[config.mk]
export PLATFORM = sky130hd
export DESIGN_NAME = sync_fifo8
export DESIGN_NICKNAME = d
export VERILOG_FILES = /design/src/rtl/fifo_pkg.sv /design/src/rtl/fifo_ram.sv /design/src/rtl/sync_fifo8.sv
export SDC_FILE = /design/constraint.sdc
export NUM_CORES = 1
export LEC_CHECK = 0
export ABC_AREA = 1
export CAP_MARGIN = 20
export CORE_MARGIN = 1.5
export CORE_UTILIZATION = 25
export CTS_CLUSTER_DIAMETER = 150
export DETAILED_ROUTE_END_ITERATION = 10
export SYNTH_ARGS = -nofsm -noshare
export SYNTH_HDL_FRONTEND = slang
export SYNTH_SLANG_ARGS = --single-unit
[constraint.sdc]
create_clock -name clk -period 4 [get_ports clk]
set_input_delay 0.6 -clock clk [delete_from_list [all_inputs] [get_ports clk]]
set_output_delay 0.6 -clock clk [all_outputs]
set_load 0.01 [all_outputs]
[src/rtl/fifo_pkg.sv]
// rtl/fifo_pkg.sv - shared sizing defaults and pointer/count width helpers for sync_fifo8
package fifo_pkg;

    localparam int FIFO_WIDTH = 8;
    localparam int FIFO_DEPTH = 8;

    localparam int FIFO_PTR_W = $clog2(FIFO_DEPTH);
    localparam int FIFO_CNT_W = $clog2(FIFO_DEPTH + 1);

    function automatic int ptr_bits(input int depth);
        return $clog2(depth);
    endfunction

    function automatic int cnt_bits(input int depth);
        return $clog2(depth + 1);
    endfunction

endpackage

[src/rtl/fifo_ram.sv]
// rtl/fifo_ram.sv - DEPTH x WIDTH storage, synchronous write, asynchronous read
module fifo_ram
    import fifo_pkg::*;
#(
    parameter int WIDTH = FIFO_WIDTH,
    parameter int DEPTH = FIFO_DEPTH,
    parameter int AW    = ptr_bits(DEPTH)
) (
    input  logic             clk,
    input  logic             we,
    input  logic [AW-1:0]    waddr,
    input  logic [WIDTH-1:0] wdata,
    input  logic [AW-1:0]    raddr,
    output logic [WIDTH-1:0] rdata
);

    // Contents are intentionally not reset; the controller's count gates validity.
    logic [WIDTH-1:0] mem [DEPTH];

    always_ff @(posedge clk) begin
        if (we) begin
            mem[waddr] <= wdata;
        end
    end

    assign rdata = mem[raddr];

endmodule

[src/rtl/sync_fifo8.sv]
// rtl/sync_fifo8.sv - first-word fall-through synchronous FIFO with sticky overflow flag
module sync_fifo8
    import fifo_pkg::*;
#(
    parameter int WIDTH = FIFO_WIDTH,
    parameter int DEPTH = FIFO_DEPTH
) (
    input  logic                         clk,
    input  logic                         reset,
    input  logic [WIDTH-1:0]             in_data,
    input  logic                         in_valid,
    output logic                         in_ready,
    output logic [WIDTH-1:0]             out_data,
    output logic                         out_valid,
    input  logic                         out_ready,
    output logic [$clog2(DEPTH+1)-1:0]   count,
    output logic                         overflow
);

    localparam int PW = ptr_bits(DEPTH);
    localparam int CW = cnt_bits(DEPTH);

    logic [PW-1:0] wr_ptr;
    logic [PW-1:0] rd_ptr;
    logic          push;
    logic          pop;
    logic          full;

    // Handshake flags come only from registered occupancy, never from in_valid.
    assign full      = (count == CW'(DEPTH));
    assign in_ready  = !full;
    assign out_valid = (count != '0);
    assign push      = in_valid && in_ready;
    assign pop       = out_valid && out_ready;

    fifo_ram #(
        .WIDTH (WIDTH),
        .DEPTH (DEPTH),
        .AW    (PW)
    ) u_ram (
        .clk   (clk),
        .we    (push),
        .waddr (wr_ptr),
        .wdata (in_data),
        .raddr (rd_ptr),
        .rdata (out_data)
    );

    always_ff @(posedge clk or posedge reset) begin
        if (reset) begin
            wr_ptr   <= '0;
            rd_ptr   <= '0;
            count    <= '0;
            overflow <= 1'b0;
        end else begin
            // Power-of-two depth lets the pointers wrap by plain overflow.
            if (push) begin
                wr_ptr <= wr_ptr + PW'(1);
            end
            if (pop) begin
                rd_ptr <= rd_ptr + PW'(1);
            end
            case ({push, pop})
                2'b10:   count <= count + CW'(1);
                2'b01:   count <= count - CW'(1);
                default: count <= count;
            endcase
            if (in_valid && full) begin
                overflow <= 1'b1;
            end
        end
    end

endmodule

==> results.json, run 1 <==
{
  "cts_root_buf": "clkbuf_16",
  "grt_max_degree": 67,
  "area_growth_pct": 22.8,
  "via_per_inst": 4.00,
  "layout.nets": 411,
  "finalCritPeriodShare_pct": 76.9,
  "syn_area_per_cell_um2": 9.57,
  "ctsHoldBuffers": 0,
  "relSlewSlack_pct": 29.9,
  "internal-power_w": 0.00204,
  "drtAntennaViolNets": 0,
  "drive_gt1_share_pct": 7.79,
  "portBuffers": 26,
  "yosysWarningCount": 0,
  "grt_pass1_wl_um": 11000,
  "io_pins": 27,
  "yosysSeqAreaShare_pct": 64.0,
  "grt-busiest-layer": "met2",
  "rsz0062_at_grt": "no",
  "row_count": 42,
  "cap_viol_max_count": 0,
  "met1_usage_pct": 12.4,
  "die_y_um": 120,
  "firstDrtPassIters": 5,
  "p_seq_share_pct": 37.5,
  "cp-start-kind": "flip-flop",
  "grt_pass1_vias": 2276,
  "cts_made_buffers": 9,
  "synth_fp_nets": 377,
  "holdCritStartpoint": "overflow",
  "synthTopCellsByArea": "edfxtp_1, nand2_1, dfrtp_1, nor2_1, inv_1",
  "clkTransAtPathRegs_ps": 60,
  "detail_route.wl_per_cell_um": 11.7,
  "start_util_pct": 25.7,
  "gr-total-overflow": 0,
  "holdPathStages": 1,
  "met3_usage_pct": 4.72,
  "antenna_found_initial": 0,
  "netlist_instances": 359,
  "switching_power_w": 0.00111,
  "path_class": "reg2out",
  "skew_ps": 4.42,
  "final_cell_mix": "nand2_1, nor2_1, edfxtp_1, inv_1, clkdlybuf4s50_1",
  "drt-total-wl_um": 6740,
  "timing.rr.start": "count[0]",
  "power_density_nw_per_um2": 746,
  "place_ws_ps": 1290,
  "vias": 2294,
  "hpwl_um": 4240,
  "timing.fmax_mhz": 325,
  "timing_worst_slew_pin_value_ps": 1050,
  "fillers": 1377,
  "fin_ws_ps": 924,
  "hold_path.class": "reg2reg",
  "finalSetupViolations": 0,
  "tns_ps": 0,
  "leakagePower_nw": 1.81,
  "crit_path_start": "rd_ptr[0]",
  "ctsResizeCount": 0,
  "min_period_ps": 3080,
  "status": "finished clean",
  "cts_sinks": 75,
  "route.detailed.drc": 0,
  "worst_ep_arrival_time_ps": 2480,
  "yosys.area.top_type": "edfxtp_1",
  "irDropWorstVdd_uv": 311,
  "layout_commonest_cell": "nand2_1",
  "post_cts_buffers": 0,
  "hold_viol_final": 0,
  "pwr-share-clk_pct": 27.6,
  "drt_iter0_drc": 150,
  "dieArea_um2": 14500,
  "synth_top_area_share_pct": 56.0,
  "synth_area_um2": 3430,
  "grt_usage_pct": 10.3,
  "cp_max_fo": 66,
  "crit_required_ps": 3400,
  "p_sw_share_pct": 35.2,
  "cts_tree": "done",
  "clk_path_buf_depth": 2,
  "met2_usage_pct": 16.2,
  "reg2reg_depth": 11,
  "comb_power_share_pct": 34.8,
  "n_antenna_cell": 0,
  "h-tree-depth": 3,
  "ys_seq_elements": 75,
  "maxSlewViolCount": 0,
  "clkLatencyLatePin_ps": 340,
  "gp_congestion": 0.721,
  "end_kind": "output pin",
  "coreArea_um2": 13300,
  "die_w_um": 120,
  "ys_types": 22
}
-- synthesized netlist by cell type (all sizes together) --
cell,number
edfxtp,64
buf,11
inv,47
ha,5
or2,1
nor3,8
clkbuf,1
nand2,128
fa,1
xor2,2
o21bai,1
dfrtp,11
nor2,66
o21ai,4
xnor2,4
nand3,5
-- power groups by stage --
stage | registers [W] | clock network (W) | logic (W)
after CTS | 0.00118 | 0.000890 | 0.00111
final | 0.00118 | 0.000870 | 0.00110
after global placement | 0.00119 | 0 | 0.00109
after global routing | 0.00121 | 0.000918 | 0.00125
after floorplan | 0.00109 | 0 | 0.000816
after detailed placement | 0.00120 | 0 | 0.00110
-- flip-flops by register name, indices dropped and copies added, names as in the netlist --
name and flops:
overflow 1, rd_ptr 3, count 4, wr_ptr 3, u_ram.mem 64
-- critical path, stage by stage (launching register included) --
cell and delay, ps:
dfrtp_2 1060, nor2_1 110, nor2_1 150, nand2_1 60, nand2_1 60, nand2_1 40, nand2_1 110, clkdlybuf4s50_1 540
-- cells by family (layout without fill, tap and decap cells) --
group,Yosys count,count (layout),synth area share [%]
AO/OA/AOI/OAI,5,5,0.802
flip-flops,75,75,64.0
XOR/XNOR,6,6,1.53
adder cells (fa/ha/maj),6,6,2.40
buffers and inverters,59,98,7.72
AND/OR/NAND/NOR,208,208,23.6
-- cell type report --
type | instances | area, µm² | area share, %
flip-flops and latches | 75 | 2200 | 52.1
multi-input cells | 225 | 972 | 23.0
repair buffers | 35 | 328 | 7.77
clock buffers | 9 | 225 | 5.34
well taps | 176 | 220 | 5.22
inverters | 47 | 176 | 4.18
clock inverters | 7 | 98.8 | 2.34
-- final timing paths --
kind | slack [ps] | to
worst max register to register | 1860 | count[3]
worst min-delay path | 480 | overflow
min in group asynchronous | 570 | wr_ptr[1]
max in group asynchronous | 3110 | rd_ptr[0]
worst min register to register | 480 | overflow
worst max-delay path | 920 | out_data[3]
-- routing by layer --
metal / up-vias / routed length [µm]
met2: 50 / 3130
met3: 6 / 390
met1: 1054 / 3120
li1: 1184 / -
met4: 0 / 91
met5: - / 0
-- stage by stage --
stage                     power [W]  utilization, %  area, µm²  std cells  hold WS (ps)
after floorplan             0.00191               -       3430        359           452
after global placement      0.00228            29.2       3890        558           463
after detailed placement    0.00230            29.2       3890        558           475
after CTS                   0.00319            31.6       4220        574           491
after global routing        0.00338            31.6       4220        574           534
final                       0.00315            31.6       4220        574           485
Note: power is estimated with default switching activity, not from simulation.
==> run 2: changes to the inputs <==
- clock period: 4 -> 2.5 ns (I/O delays scaled with it)
==> run 2 against run 1 <==
Compared with the run above:
- combinational power up 84%
- worst setup slack worse by 760 ps
- utilization up 0.29 points
- via count up 2.9%
- clock power up 45%
- first-iteration DRC count down 4.0%
- critical endpoint is now out_data[5]
- largest power group is now combinational cells
==> results.json, run 2 (synthesis gave the netlist of run 1 again) <==
{
  "gp_congestion": 0.692,
  "tns_ps": 0,
  "drt-total-wl_um": 6860,
  "crit_top_cell": "nand2_1",
  "grt_pass1_vias": 2292,
  "crit_required_ps": 2120,
  "h-tree-depth": 3,
  "cp-start-kind": "flip-flop",
  "fillers": 1380,
  "finalSetupViolations": 0,
  "grt_usage_pct": 10.4,
  "critPathMaxStageDelay_ps": 550,
  "coreArea_um2": 13300,
  "grt_pass1_wl_um": 11300,
  "whs_ps": 330,
  "n_antenna_cell": 0,
  "regMostFlops": "u_ram.mem",
  "detail_route.wl_per_cell_um": 11.8,
  "timing.rr.start": "count[0]",
  "hold_path.class": "in2async",
  "status": "finished clean",
  "cp_num_buf_inv": 2,
  "r2r_slack_ps": 410,
  "cp_max_fo": 28,
  "drive_gt1_share_pct": 8.66,
  "finalCritPeriodShare_pct": 93.5,
  "antenna_found_initial": 0,
  "layout.nets": 417,
  "hold_viol_final": 0,
  "leakagePower_nw": 1.83,
  "area_growth_pct": 24.0,
  "rr_endpoint": "count[3]",
  "grt_max_degree": 32,
  "start_util_pct": 25.7,
  "rsz0062_at_grt": "no",
  "clkTransAtPathRegs_ps": 60,
  "end_kind": "output pin",
  "vias": 2361,
  "maxSlewViolCount": 0,
  "route.detailed.drc": 0,
  "portBuffers": 26,
  "timing.fmax_mhz": 428,
  "via_per_inst": 4.07,
  "die_w_um": 120,
  "die_y_um": 120,
  "relSlewSlack_pct": 71.4,
  "dieArea_um2": 14500,
  "skew_ps": 5.63,
  "clkLatencyLatePin_ps": 340,
  "cts_made_buffers": 9,
  "timing_worst_slew_pin_value_ps": 428,
  "clk_path_buf_depth": 2,
  "cp_cell_sequence": "buf_12 -> nor2_1 -> nor2_1 -> nand2_1 -> nand2_1 -> nand2_1 -> nand2_1 -> clkdlybuf4s50_1",
  "reg.largest.list": "u_ram.mem x64, count x4",
  "irDropWorstVdd_uv": 518,
  "ctsResizeCount": 0,
  "cpMaxStageDelayCell": "clkdlybuf4s50_1",
  "cts_tree": "done",
  "ff_latch_area_um2": 2200,
  "hpwl_um": 4420,
  "drtAntennaViolNets": 0,
  "final_cell_mix": "nand2_1, nor2_1, edfxtp_1, inv_1, clkdlybuf4s50_1",
  "multi_input_area_um2": 972,
  "row_count": 42,
  "layout_commonest_cell": "nand2_1",
  "gr-total-overflow": 0,
  "min_period_ps": 2340,
  "reg2reg_depth": 11,
  "power_density_nw_per_um2": 1180,
  "cp_top_family": "buffers and inverters",
  "worst_ep_arrival_time_ps": 1960,
  "path_class": "reg2out",
  "cts_sinks": 75,
  "largest_reg_flops": 64,
  "io_pins": 27,
  "firstDrtPassIters": 5,
  "cts_root_buf": "clkbuf_16",
  "cap_viol_max_count": 0,
  "drt_iter0_drc": 144
}
run 2: final cells by class:
| type | count | area share [%] |
|---|---|---|
| clock inverter | 6 | 1.50 |
| sequential | 75 | 51.6 |
| inverter | 47 | 4.14 |
| multi-input combinational | 225 | 22.8 |
| timing repair buffer | 41 | 9.34 |
| clock buffer | 10 | 5.38 |
| tap | 176 | 5.17 |
run 2: timing repair:
item                       4_1_cts  5_1_grt
setup endpoints to repair        0        4
hold buffers                     0        0
buffers inserted                 0        2
run 2: worst max-delay path by stage:
stage / startpoint / cells past startpoint / endpoint / slack, ps
3_3_place_gp: out_ready / 10 / count[3] / 370
2_1_floorplan: count[0] / 11 / count[3] / 430
3_5_place_dp: out_ready / 10 / count[3] / 310
4_1_cts: rd_ptr[0] / 8 / out_data[3] / 80
6_report: rd_ptr[0] / 8 / out_data[5] / 160
5_1_grt: rd_ptr[0] / 8 / out_data[5] / 40
run 2: per-stage QoR:
| stage | total power [W] | cell area (µm²) | setup slack [ps] | instances | utilization (%) |
|---|---|---|---|---|---|
| floorplan | 0.00305 | 3430 | 431 | 359 | - |
| global placement | 0.00375 | 3950 | 367 | 562 | 29.6 |
| detailed placement | 0.00380 | 3950 | 309 | 562 | 29.6 |
| CTS | 0.00508 | 4240 | 77.5 | 578 | 31.8 |
| global route | 0.00543 | 4260 | 35.6 | 580 | 31.9 |
| finish | 0.00504 | 4260 | 163 | 580 | 31.9 |
run 2: routing by layer:
layer	track usage (%)	vias to the layer above	share of wire (%)
met5	0	-	0
met4	4.49	0	1.7
met3	3.54	12	4.7
met2	16.5	46	45
met1	12.9	1107	49
li1	-	1196	-
run 2: report_power, final:
part / internal [W] / total (W) / switching, W
logic: 0.000873 / 0.00202 / 0.00115
registers: 0.00161 / 0.00176 / 0.000149
clock network: 0.000772 / 0.00126 / 0.000492
run 2: worst register-to-register path, delay by kind of cell, from the launching register on:
family / cells / cell delay, ps
flip-flops: 1 / 430
buffers and inverters: 1 / 80
adder cells (fa/ha/maj): 2 / 540
AND/OR/NAND/NOR: 8 / 930
==> run 3: changes to the inputs <==
- CORE_ASPECT_RATIO: not set -> 2
- PLACE_DENSITY: not set -> 0.43
- RECOVER_POWER: not set -> 25
==> run 3 against run 2 <==
Compared with the run above:
- cell count shrank 4.0%
- sequential power is essentially flat
- sequential share of layout area grew 1.0 points
- clock-buffer cell count grew 2
- critical path type unchanged
==> results.json, run 3 (synthesis gave the netlist of run 1 again) <==
{
  "status": "finished clean",
  "timing.fmax_mhz": 427,
  "multi_input_area_um2": 972,
  "cp-start-kind": "flip-flop",
  "min_period_ps": 2340,
  "leakagePower_nw": 1.81,
  "rr_endpoint": "count[3]",
  "crit_path_start": "rd_ptr[0]",
  "relSlewSlack_pct": 69.2,
  "r2r_slack_ps": 360,
  "rsz0062_at_grt": "no",
  "hold_path.class": "in2async",
  "skew_ps": 8.14,
  "start_util_pct": 25.6,
  "gp_congestion": 0.779,
  "layout_commonest_cell": "nand2_1",
  "worst_ep_arrival_time_ps": 1960,
  "grt_usage_pct": 11.0,
  "layout.nets": 415,
  "io_pins": 27,
  "drt_iter0_drc": 212,
  "coreArea_um2": 13400,
  "place_area_um2": 3910,
  "regMostFlops": "u_ram.mem",
  "clkTransAtPathRegs_ps": 50,
  "die_y_um": 169,
  "clkLatencyLatePin_ps": 330,
  "finalCritPeriodShare_pct": 93.6,
  "power_density_nw_per_um2": 1170,
  "timing_worst_slew_pin_value_ps": 462,
  "detail_route.wl_per_cell_um": 13.4,
  "h-tree-depth": 3,
  "end_kind": "output pin",
  "cp_max_fo": 32,
  "cts_root_buf": "clkbuf_16",
  "firstDrtPassIters": 5,
  "crit_path_end": "out_data[6]",
  "cts_tree": "done",
  "timing.rr.start": "count[0]",
  "die_w_um": 85.9,
  "cts_sinks": 75,
  "ff_latch_area_um2": 2200,
  "clk_path_buf_depth": 2,
  "grt_pass1_wl_um": 11500,
  "n_antenna_cell": 0,
  "vias": 2284,
  "route.detailed.drc": 0,
  "fin_area_um2": 4180,
  "largest_reg_flops": 64,
  "portBuffers": 26,
  "drive_gt1_share_pct": 8.21,
  "grt_max_degree": 35,
  "grt_pass1_vias": 2157,
  "reg2reg_depth": 11,
  "drt-total-wl_um": 7450,
  "cts_made_buffers": 9,
  "hpwl_um": 5100,
  "drtAntennaViolNets": 0,
  "fillers": 1378,
  "crit_required_ps": 2120,
  "final_cell_mix": "nand2_1, nor2_1, edfxtp_1, inv_1, clkdlybuf4s50_1",
  "gr-total-overflow": 0,
  "area_growth_pct": 21.6,
  "path_class": "reg2out",
  "reg.largest.list": "u_ram.mem x64, count x4",
  "irDropWorstVdd_uv": 427,
  "antenna_found_initial": 0,
  "via_per_inst": 4.10,
  "maxSlewViolCount": 0,
  "hold_viol_final": 0,
  "cap_viol_max_count": 0,
  "dieArea_um2": 14500,
  "row_count": 60,
  "tns_ps": 0,
  "finalSetupViolations": 0
}
[run 3: how the worst min path moves through the flow]
stage | endpoint | cells past startpoint | from | slack, ps
global route | overflow | 1 | overflow | 490
detailed placement | overflow | 1 | overflow | 480
global placement | overflow | 1 | overflow | 470
floorplan | count[0] | 1 | reset | 230
CTS | overflow | 2 | reset | 370
finish | overflow | 2 | reset | 490
[run 3: area by class of cell]
type	instances	share of cell area [%]
clock inverter	4	0.479
tap	155	4.64
timing repair buffer	39	9.05
inverter	47	4.22
multi-input combinational	225	23.3
clock buffer	12	5.66
sequential	75	52.7
[run 3: layer usage]
layer / up-vias / wire [µm] / global-route usage (%)
met5: - / 0 / 0
met4: 0 / 353 / 7.01
met3: 17 / 214 / 2.44
met2: 41 / 3980 / 19.2
met1: 1036 / 2900 / 11.6
li1: 1190 / - / -
[run 3: per-stage QoR]
| step | setup WS [ps] | power, W | utilization [%] | hold WS [ps] | cells |
|---|---|---|---|---|---|
| final | 161 | 0.00488 | 31.1 | 485 | 557 |
| after global routing | 35.7 | 0.00525 | 31.1 | 493 | 557 |
| after CTS | 39.0 | 0.00495 | 31.0 | 369 | 557 |
| after detailed placement | 296 | 0.00381 | 29.1 | 478 | 541 |
| after global placement | 286 | 0.00380 | 29.1 | 468 | 541 |
| after floorplan | 431 | 0.00305 | - | 227 | 359 |
[run 3: critical path, cell delays in order (launching register included)]
cell and delay [ps]:
dfrtp_2 400, buf_8 220, nor2_1 70, nor2_1 170, nand2_1 70, nand2_1 60
nand2_1 50, nand2_1 60, clkdlybuf4s50_1 530
[run 3: repair_timing]
| action | in CTS | in global routing |
|---|---|---|
| hold buffers | 0 | 0 |
| setup buffers | 0 | 0 |
| resized for setup | 0 | 3 |
| endpoints found under the setup margin | 0 | 8 |
[run 3: where the power goes]
group          internal (W)  leakage, nW  switching, W
Combinational      0.000841        0.971       0.00115
Clock              0.000665        0.130      0.000462
Sequential          0.00161        0.710      0.000153
Total               0.00311         1.81       0.00177
